===== src/rtl/prog_loader.sv =====
// Streams a byte image into data memory, then releases the CPU and times its run.
// Define LOADER_CHECKSUM_EN to add the csum output (running mod-256 sum of loaded bytes).
module prog_loader #(
   parameter int ADDR_W = 8,
   parameter int LEN_W  = 9,
   parameter int CYC_W  = 16
) (
   input  logic              clk,
   input  logic              reset,
   input  logic              start,
   input  logic [ADDR_W-1:0] base_addr,
   input  logic [LEN_W-1:0]  length,
   input  logic              s_valid,
   input  logic [7:0]        s_data,
   output logic              s_ready,
   output logic              dm_we,
   output logic [ADDR_W-1:0] dm_addr,
   output logic [7:0]        dm_di,
   output logic              cpu_reset,
   input  logic              cpu_done,
   output logic              busy,
   output logic              run_done,
   output logic              err_len,
`ifdef LOADER_CHECKSUM_EN
   output logic [7:0]        csum,
`endif
   output logic [CYC_W-1:0]  run_cycles
);

   localparam logic [LEN_W-1:0] MAX_LEN = LEN_W'(2 ** ADDR_W);

   typedef enum logic [2:0] {
      IDLE  = 3'd0,
      LOAD  = 3'd1,
      FLUSH = 3'd2,
      RUN   = 3'd3,
      DONE  = 3'd4
   } state_t;

   state_t            state_r;
   logic [ADDR_W-1:0] base_r;
   logic [LEN_W-1:0]  len_r;
   logic [LEN_W-1:0]  count_r;
   logic              seen_low_r;
   logic              beat_s;
   logic              start_bad_s;
   logic [LEN_W-1:0]  count_inc_s;
`ifdef LOADER_CHECKSUM_EN
   logic [7:0]        csum_r;

   assign csum = csum_r;
`endif

   assign s_ready     = (state_r == LOAD);
   assign beat_s      = s_valid && s_ready;
   assign start_bad_s = (length > MAX_LEN);
   assign count_inc_s = count_r + LEN_W'(1);

   // Control FSM with all outputs registered alongside the state.
   always_ff @(posedge clk) begin
      if (reset) begin
         state_r    <= IDLE;
         cpu_reset  <= 1'b1;
         dm_we      <= 1'b0;
         dm_addr    <= '0;
         dm_di      <= 8'h00;
         busy       <= 1'b0;
         run_done   <= 1'b0;
         err_len    <= 1'b0;
         run_cycles <= '0;
         base_r     <= '0;
         len_r      <= '0;
         count_r    <= '0;
         seen_low_r <= 1'b0;
`ifdef LOADER_CHECKSUM_EN
         csum_r     <= 8'h00;
`endif
      end else begin
         dm_we <= 1'b0;
         case (state_r)
            IDLE, DONE: begin
               if (start) begin
                  if (start_bad_s) begin
                     err_len <= 1'b1;
                  end else begin
                     err_len    <= 1'b0;
                     run_done   <= 1'b0;
                     busy       <= 1'b1;
                     run_cycles <= '0;
                     count_r    <= '0;
                     base_r     <= base_addr;
                     len_r      <= length;
`ifdef LOADER_CHECKSUM_EN
                     csum_r     <= 8'h00;
`endif
                     state_r    <= (length == '0) ? FLUSH : LOAD;
                  end
               end
            end
            LOAD: begin
               // Write lands one cycle after its beat; addr/data hold between beats.
               if (beat_s) begin
                  dm_we   <= 1'b1;
                  dm_addr <= base_r + count_r[ADDR_W-1:0];
                  dm_di   <= s_data;
                  count_r <= count_inc_s;
`ifdef LOADER_CHECKSUM_EN
                  csum_r  <= csum_r + s_data;
`endif
                  if (count_inc_s == len_r) begin
                     state_r <= FLUSH;
                  end
               end
            end
            FLUSH: begin
               state_r    <= RUN;
               cpu_reset  <= 1'b0;
               seen_low_r <= 1'b0;
            end
            RUN: begin
               if (run_cycles != '1) begin
                  run_cycles <= run_cycles + CYC_W'(1);
               end
               // Only a rising done after a low sample counts as completion.
               if (!cpu_done) begin
                  seen_low_r <= 1'b1;
               end else if (seen_low_r) begin
                  state_r   <= DONE;
                  cpu_reset <= 1'b1;
                  busy      <= 1'b0;
                  run_done  <= 1'b1;
               end
            end
            default: begin
               state_r   <= IDLE;
               cpu_reset <= 1'b1;
               busy      <= 1'b0;
               run_done  <= 1'b0;
            end
         endcase
      end
   end

endmodule


===== config.mk =====
export PLATFORM = sky130hd
export DESIGN_NAME = prog_loader
export DESIGN_NICKNAME = d
export VERILOG_FILES = /design/src/rtl/prog_loader.sv
export SDC_FILE = /design/constraint.sdc
export NUM_CORES = 1
export LEC_CHECK = 0
export ABC_AREA = 1
export BUFFER_PORTS_ARGS = -buffer_cell sky130_fd_sc_hd__buf_2
export CORE_AREA = 3 3 84 86
export DETAILED_ROUTE_END_ITERATION = 10
export DIE_AREA = 0 0 87 89
export GPL_TIMING_DRIVEN = 0
export PLACE_DENSITY = 0.88
export SLEW_MARGIN = 30
export SYNTH_ARGS = -nofsm -noshare
export SYNTH_HDL_FRONTEND = slang
export SYNTH_SLANG_ARGS = --single-unit

===== constraint.sdc =====
create_clock -name clk -period 1.9 [get_ports clk]
set_input_delay 0.38 -clock clk [delete_from_list [all_inputs] [get_ports clk]]
set_output_delay 0.38 -clock clk [all_outputs]
set_load 0.02 [all_outputs]

== After elaboration in Yosys (flattened, before gate mapping) ==
Cells that the tools add are included.

* Bits of input ports: 30
* Logic and storage cells: 85
* Output and inout port bits: 38
* Bits in registers: 67

* Bitwise gates (word level): 4
* Reduce and logical (&&, ||, !) cells: 19
* Add/subtract/negate cells: 3
* Equality and inequality tests: 14
* Order comparisons: 1
* Mux-type cells: 31

{| class="wikitable"
|+ Operators with widths
! cell !! number
|-
| $mux 16 || 3
|-
| $pmux 16 s2 || 1
|-
| $mux 9 || 3
|-
| $mux 3 || 6
|-
| $pmux 9 s2 || 1
|-
| $add 16x1->16 const B || 1
|-
| $ne 16x16->1 const B || 1
|-
| $ne 2x2->1 const B || 6
|-
| $pmux 3 s4 || 1
|-
| $mux 1 || 11
|-
| $add 9x1->9 const B || 1
|-
| $eq 9x9->1 || 1
|-
| $gt 9x9->1 const B || 1
|-
| $logic_not 9->1 || 1
|-
| $pmux 1 s3 || 3
|-
| $add 8x8->8 || 1
|-
| $reduce_and 4->1 || 2
|-
| $eq 3x2->1 const B || 2
|-
| $reduce_and 2->1 || 3
|-
| $reduce_and 3->1 || 2
|-
| $reduce_and 6->1 || 1
|-
| $reduce_bool 2->1 || 3
|-
| $reduce_or 2->1 || 3
|-
| $reduce_and 5->1 || 1
|-
| other kinds (9) || 13
|}

== Longest topological paths before layout ==
* Depth in word-level cells: 5
* Mapped depth: 16
* Depth with buffers taken out: 16

== Least setup slack after synthesis ==
OpenSTA, ideal clock, no wires.

* Path type: register -> register
* Start point: register run_cycles[0]
* End point: register run_cycles[10]
* Library setup time: 70 ps
* Arrival: 1780 ps
* Stages on the path, launching flop included: 13
* Period minus slack after synthesis: 1850 ps
* Required time: 1830 ps
* Path buffers: 1
* Setup slack: 50 ps
* Cells stage by stage: dfxtp_1 > ha_1 > nand2_1 > inv_1 > nand4_1 > inv_1 > nand4_1 > o21ai_2 > inv_4 > buf_6 > nand3_1 > nand2_1 > a21oi_1

* Cells in the longest elaborated chain, start to end: 3
* Elaborated cells between the ends (all ways): 6
* Those cells by class: add/sub (1); eq/ne (2); mux (2); reduce/logical (1)

{| class="wikitable"
|+ RTL lines
! item !! RTL line !! text
|-
| start: declaration || 27 || <nowiki>output logic [CYC_W-1:0] run_cycles</nowiki>
|-
| start signal: assignment || 122 || <nowiki>run_cycles <= run_cycles + CYC_W'(1);</nowiki>
|-
| $add 16x1->16 or $ne 16x16->1 (tied branches) || 122, 121 ||
|-
| $mux 16 or $ne 2x2->1 (tied branches) || - ||
|-
| $pmux 16 s2 or $reduce_and 4->1 (tied branches) || - ||
|}

Several ways; a longest one is shown, not always the timed one. The select of a mux whose other input is x is not followed.
A chain may end at the register's enable or synchronous reset.

== Worst setup path in the final report ==
* Start point: register count_r[0]
* End point: register state_r[2]

* Cells in the longest elaborated chain, start to end: 4

{| class="wikitable"
|+ RTL lines
! item !! RTL line !! text
|-
| start: declaration || 43 || <nowiki>logic [LEN_W-1:0] count_r;</nowiki>
|-
| start signal: assignment || 106 || <nowiki>count_r <= count_inc_s;</nowiki>
|-
| $add 9x1->9 || 57 || <nowiki>assign count_inc_s = count_r + LEN_W'(1);</nowiki>
|-
| $eq 9x9->1 || 110 || <nowiki>if (count_inc_s == len_r) begin</nowiki>
|-
| $ne 2x1->1 (no line) || - ||
|-
| $reduce_and 6->1 (no line) || - ||
|-
| end signal: assignment || 96 || <nowiki>state_r <= (length == '0) ? FLUSH : LOAD;</nowiki>
|-
| end: declaration || 40 || <nowiki>state_t state_r;</nowiki>
|}

Every way passes these cells.

==> summary.txt <==
STA
  – Final min period: about 1.8 ns
  – Worst slew pin tran: 0.632 ns
  – Clk_skew: 0.00900 ns
  – RSZ-0062 raised after global routing: true
  – Setup-failing EPs final: 0
  – Achievable Freq: 562 MHz
  – Fin Hold WS: between 0.2 and 0.3 ns
  – Slew Limit Fails: 0
  – Fin worst setup slack: between 0.1 and 0.15 ns
  – Slew margin rel.: 57.8%
  – Final Hold Viols: 0
  – Final period utilization: 93.7%
  – Total Neg Setup Slack: 0 ns

Placement
  – Post-Place Cells: 648
  – Dpl ws: -0.128 ns
  – HPWL Detailed: 6760 um
  – RePlAce Congestion: about 0.90
  – Count of buffers from port buffering: 66

Detailed routing
  – DRC: 0
  – Post-route ant nets: 0
  – Drt wl/cell: 14.1 um
  – DR WL met2: 4920 um
  – Final wirelength: 9560 um
  – Met1 Wirelength: 3850 um
  – Initial DRC count: 253
  – DR vias/cell: 5.45
  – Routed wl met3: slightly below 600 um
  – Top Metal Used: met4
  – Routed vias: between 3000 and 4000
  – Drt first pass iters: 5

Floorplan
  – Die Ht: approximately 90 um
  – Full die area: 7740 sq um
  – Initial Util: 54.3%
  – Horiz. Die Dim: 87 um
  – Row cnt: 29
  – Io pins: 68
  – Core Box Area: 6350 sq um

Global route
  – Global-route wire length before repair: around 15000 um
  – Gr ovfl total: 0
  – Initial antenna violation count: 0
  – Number of global-route vias before repair: 3432
  – Largest net degree at the start of global routing: 12
  – GR Util All Layers: 25.0%

Yosys
  – Commonest cells in the netlist: 102 x nand2_1, 88 x nor2_1, 67 x dfxtp_1
  – Synth Area in Compound Gates: 15.2%
  – Most used DFF post-synth: dfxtp_1
  – Synth area leaders: dfxtp_1 39%, nand2_1 11%, nor2_1 9.6%
  – Synthesis Warnings: 0
  – Synth Area in Simple Gates: 30.4%
  – Post-Synth XOR/XNOR Area: under 10%
  – Mux cell area share after synthesis: 0%
  – Post-synthesis adder-cell area fraction: 3.84%
  – FF+latch count, synth: 67
  – Syn nets: 545
  – Top-count cell post-synth: nand2_1
  – FFs w/ async S/R, synth: 0%
  – Sequential-to-total area share from yosys stat: between 30% and 40%
  – Mapped Cells: 505
  – Cell area after synthesis: 3450 sq um
  – Synth top area share: 38.9%
  – EDFF count, synth: 0
  – Avg Inst Size Synth: 6.83 sq um
  – Main combinational cell family by area after synthesis: simple AND/OR/NAND/NOR gates
  – Yosys cell types: 37
  – Post-synth top area cell: dfxtp_1

Final layout
  – Fillers: 527
  – Share of cells above drive strength 1: 23.8%
  – Ant. Diodes: 0
  – Area added between synthesis and finish: 24.4%
  – Fin cells: 678
  – Fin nets: between 600 and 700

Status
  – Status: completed

Pwr
  – Clk network pwr share: 32.2%
  – Sw frac: 31.5%
  – Pwr dens: 785 nW/um^2
  – Pleak: roughly 0.0020 uW
  – Internal Power: 2310 uW
  – Final Power: 3370 uW
  – Switch Pwr: around 1100 uW
  – Maximum VDD drop: between 0.0005 and 0.0006 V
  – Register share of total power: 47.1%
  – Combinational Power Share: between 20% and 30%

CTS
  – CTS root buf: clkbuf_8
  – H-tree depth: 3
  – Clock sinks: 67
  – Post-CTS Hold Buffers: 0
  – Worst skew pair latency: around 0.35 ns
  – Clock transition at path regs: 0.07 ns
  – Clk buf depth: 2
  – Clock tree from TritonCTS: done
  – TritonCTS buffer count: 9

Critical path
  – Crit path DAT: 2.07 ns
  – CP bufs+invs: 1
  – CP required: ~2.2 ns
  – Kind of critical path: flip-flop to flip-flop
  – Max incr delay on CP: between 0.3 and 0.4 ns
  – CP max-delay cell: dfxtp_4
  – Critical Path Start Type: flip-flop
  – CP top delay family: simple AND/OR/NAND/NOR gates
  – Sequence of cells on the critical path: ha_4 > inv_2 > nand2_2 > nand2_2 > nor2_2 > nand2_1 > nor2_1 > nand3_1 > nor2_1 > nand2_1 > nand2_2 > nand2_2 > nand2_1 > nand2_1 > nor2_1
  – Crit path max fanout: 4
  – Worst setup EP type: flip-flop

Run
  – Max-cap violations: 0

Worst hold path
  – Worst min-delay path class: primary input to flip-flop
## routing by layer
metal / up-vias / track usage, %
met5: - / 0
met4: 0 / 8.07
met3: 20 / 7.28
met1: 1701 / 27.7
li1: 1828 / -
met2: 143 / 45.9
## power by group through the flow
stage | logic (uW) | clock network, uW | registers, uW
3_5_place_dp | 623 | 0 | 1600
3_3_place_gp | 597 | 0 | 1600
2_1_floorplan | 403 | 0 | 1630
6_report | 698 | 1090 | 1590
5_1_grt | 787 | 1170 | 1600
4_1_cts | 642 | 1100 | 1570
## cells in the final DEF (no fill, tap or decap), types with 3 or more instances in the layout
cell type   n
nand2_1    96
nor2_1     83
buf_2      68
dfxtp_1    60
inv_1      49
o21ai_0    43
a21oi_1    38
nand3_1    23
buf_4      15
clkbuf_1   11
xor2_1     11
clkbuf_8   11
nor3_1      8
nand2_2     7
nand4_1     7
inv_2       7
ha_1        6
nor2_2      4
nand3b_1    4
dfxtp_2     4
nor3b_1     3
o211ai_1    3
ha_4        3
dfxtp_4     3
## what timing repair did
| action | in CTS | in global routing |
|---|---|---|
| buffers inserted | 5 | 8 |
| setup endpoints to repair | 33 | 43 |
| gates cloned | 0 | 1 |
| resized for setup | 8 | 36 |
| pin swaps | 2 | 14 |
## tightest hold or removal path, stage by stage
cell and delay, ns:
buf_2 0.07, nor2_1 0.04, nor2_1 0.08
## registers in the layout, summed over array words and instances (netlist names), 3 cells and up
register	cells
base_r	8
count_r	9
dm_addr	8
dm_di	8
len_r	9
run_cycles	16
state_r	3
## kinds of logic after synthesis
family	after synthesis
and+or+nand+nor	246
DFF	67
xor gates and xnor gates	12
buffers and inverters	73
adders and majority gates	10
AOI/OAI and AO/OA	97
## final cells by class
type	instances	area, sq um	area share (%)
clock buffers	12	155	3.61
repair buffers	80	433	10.1
inverters	57	216	5.04
plain buffers	16	85.1	1.98
multi-input cells	365	1920	44.8
well taps	77	96.3	2.24
clock inverters	4	25.0	0.583
flip-flops and latches	67	1360	31.6
## metrics by stage
step | area (sq um) | util [%]
2_1_floorplan | 3450 | -
3_3_place_gp | 3880 | 61.0
6_report | 4290 | 67.6
5_1_grt | 4290 | 67.6
3_5_place_dp | 3880 | 61.0
4_1_cts | 4120 | 64.9
## final timing paths
check	startpoint	end	slack (ns)	cells after the start
max	count_r[0]$_SDFFE_PP0P_	state_r[2]$_SDFFE_PP0P_	0.12	15
min	s_data[1]	dm_di[1]$_SDFFE_PP0P_	0.26	3
max reg2reg	count_r[0]$_SDFFE_PP0P_	state_r[2]$_SDFFE_PP0P_	0.12	15
min reg2reg	len_r[2]$_SDFFE_PP0P_	len_r[2]$_SDFFE_PP0P_	0.47	2
Note: power is estimated with default switching activity, not from simulation.
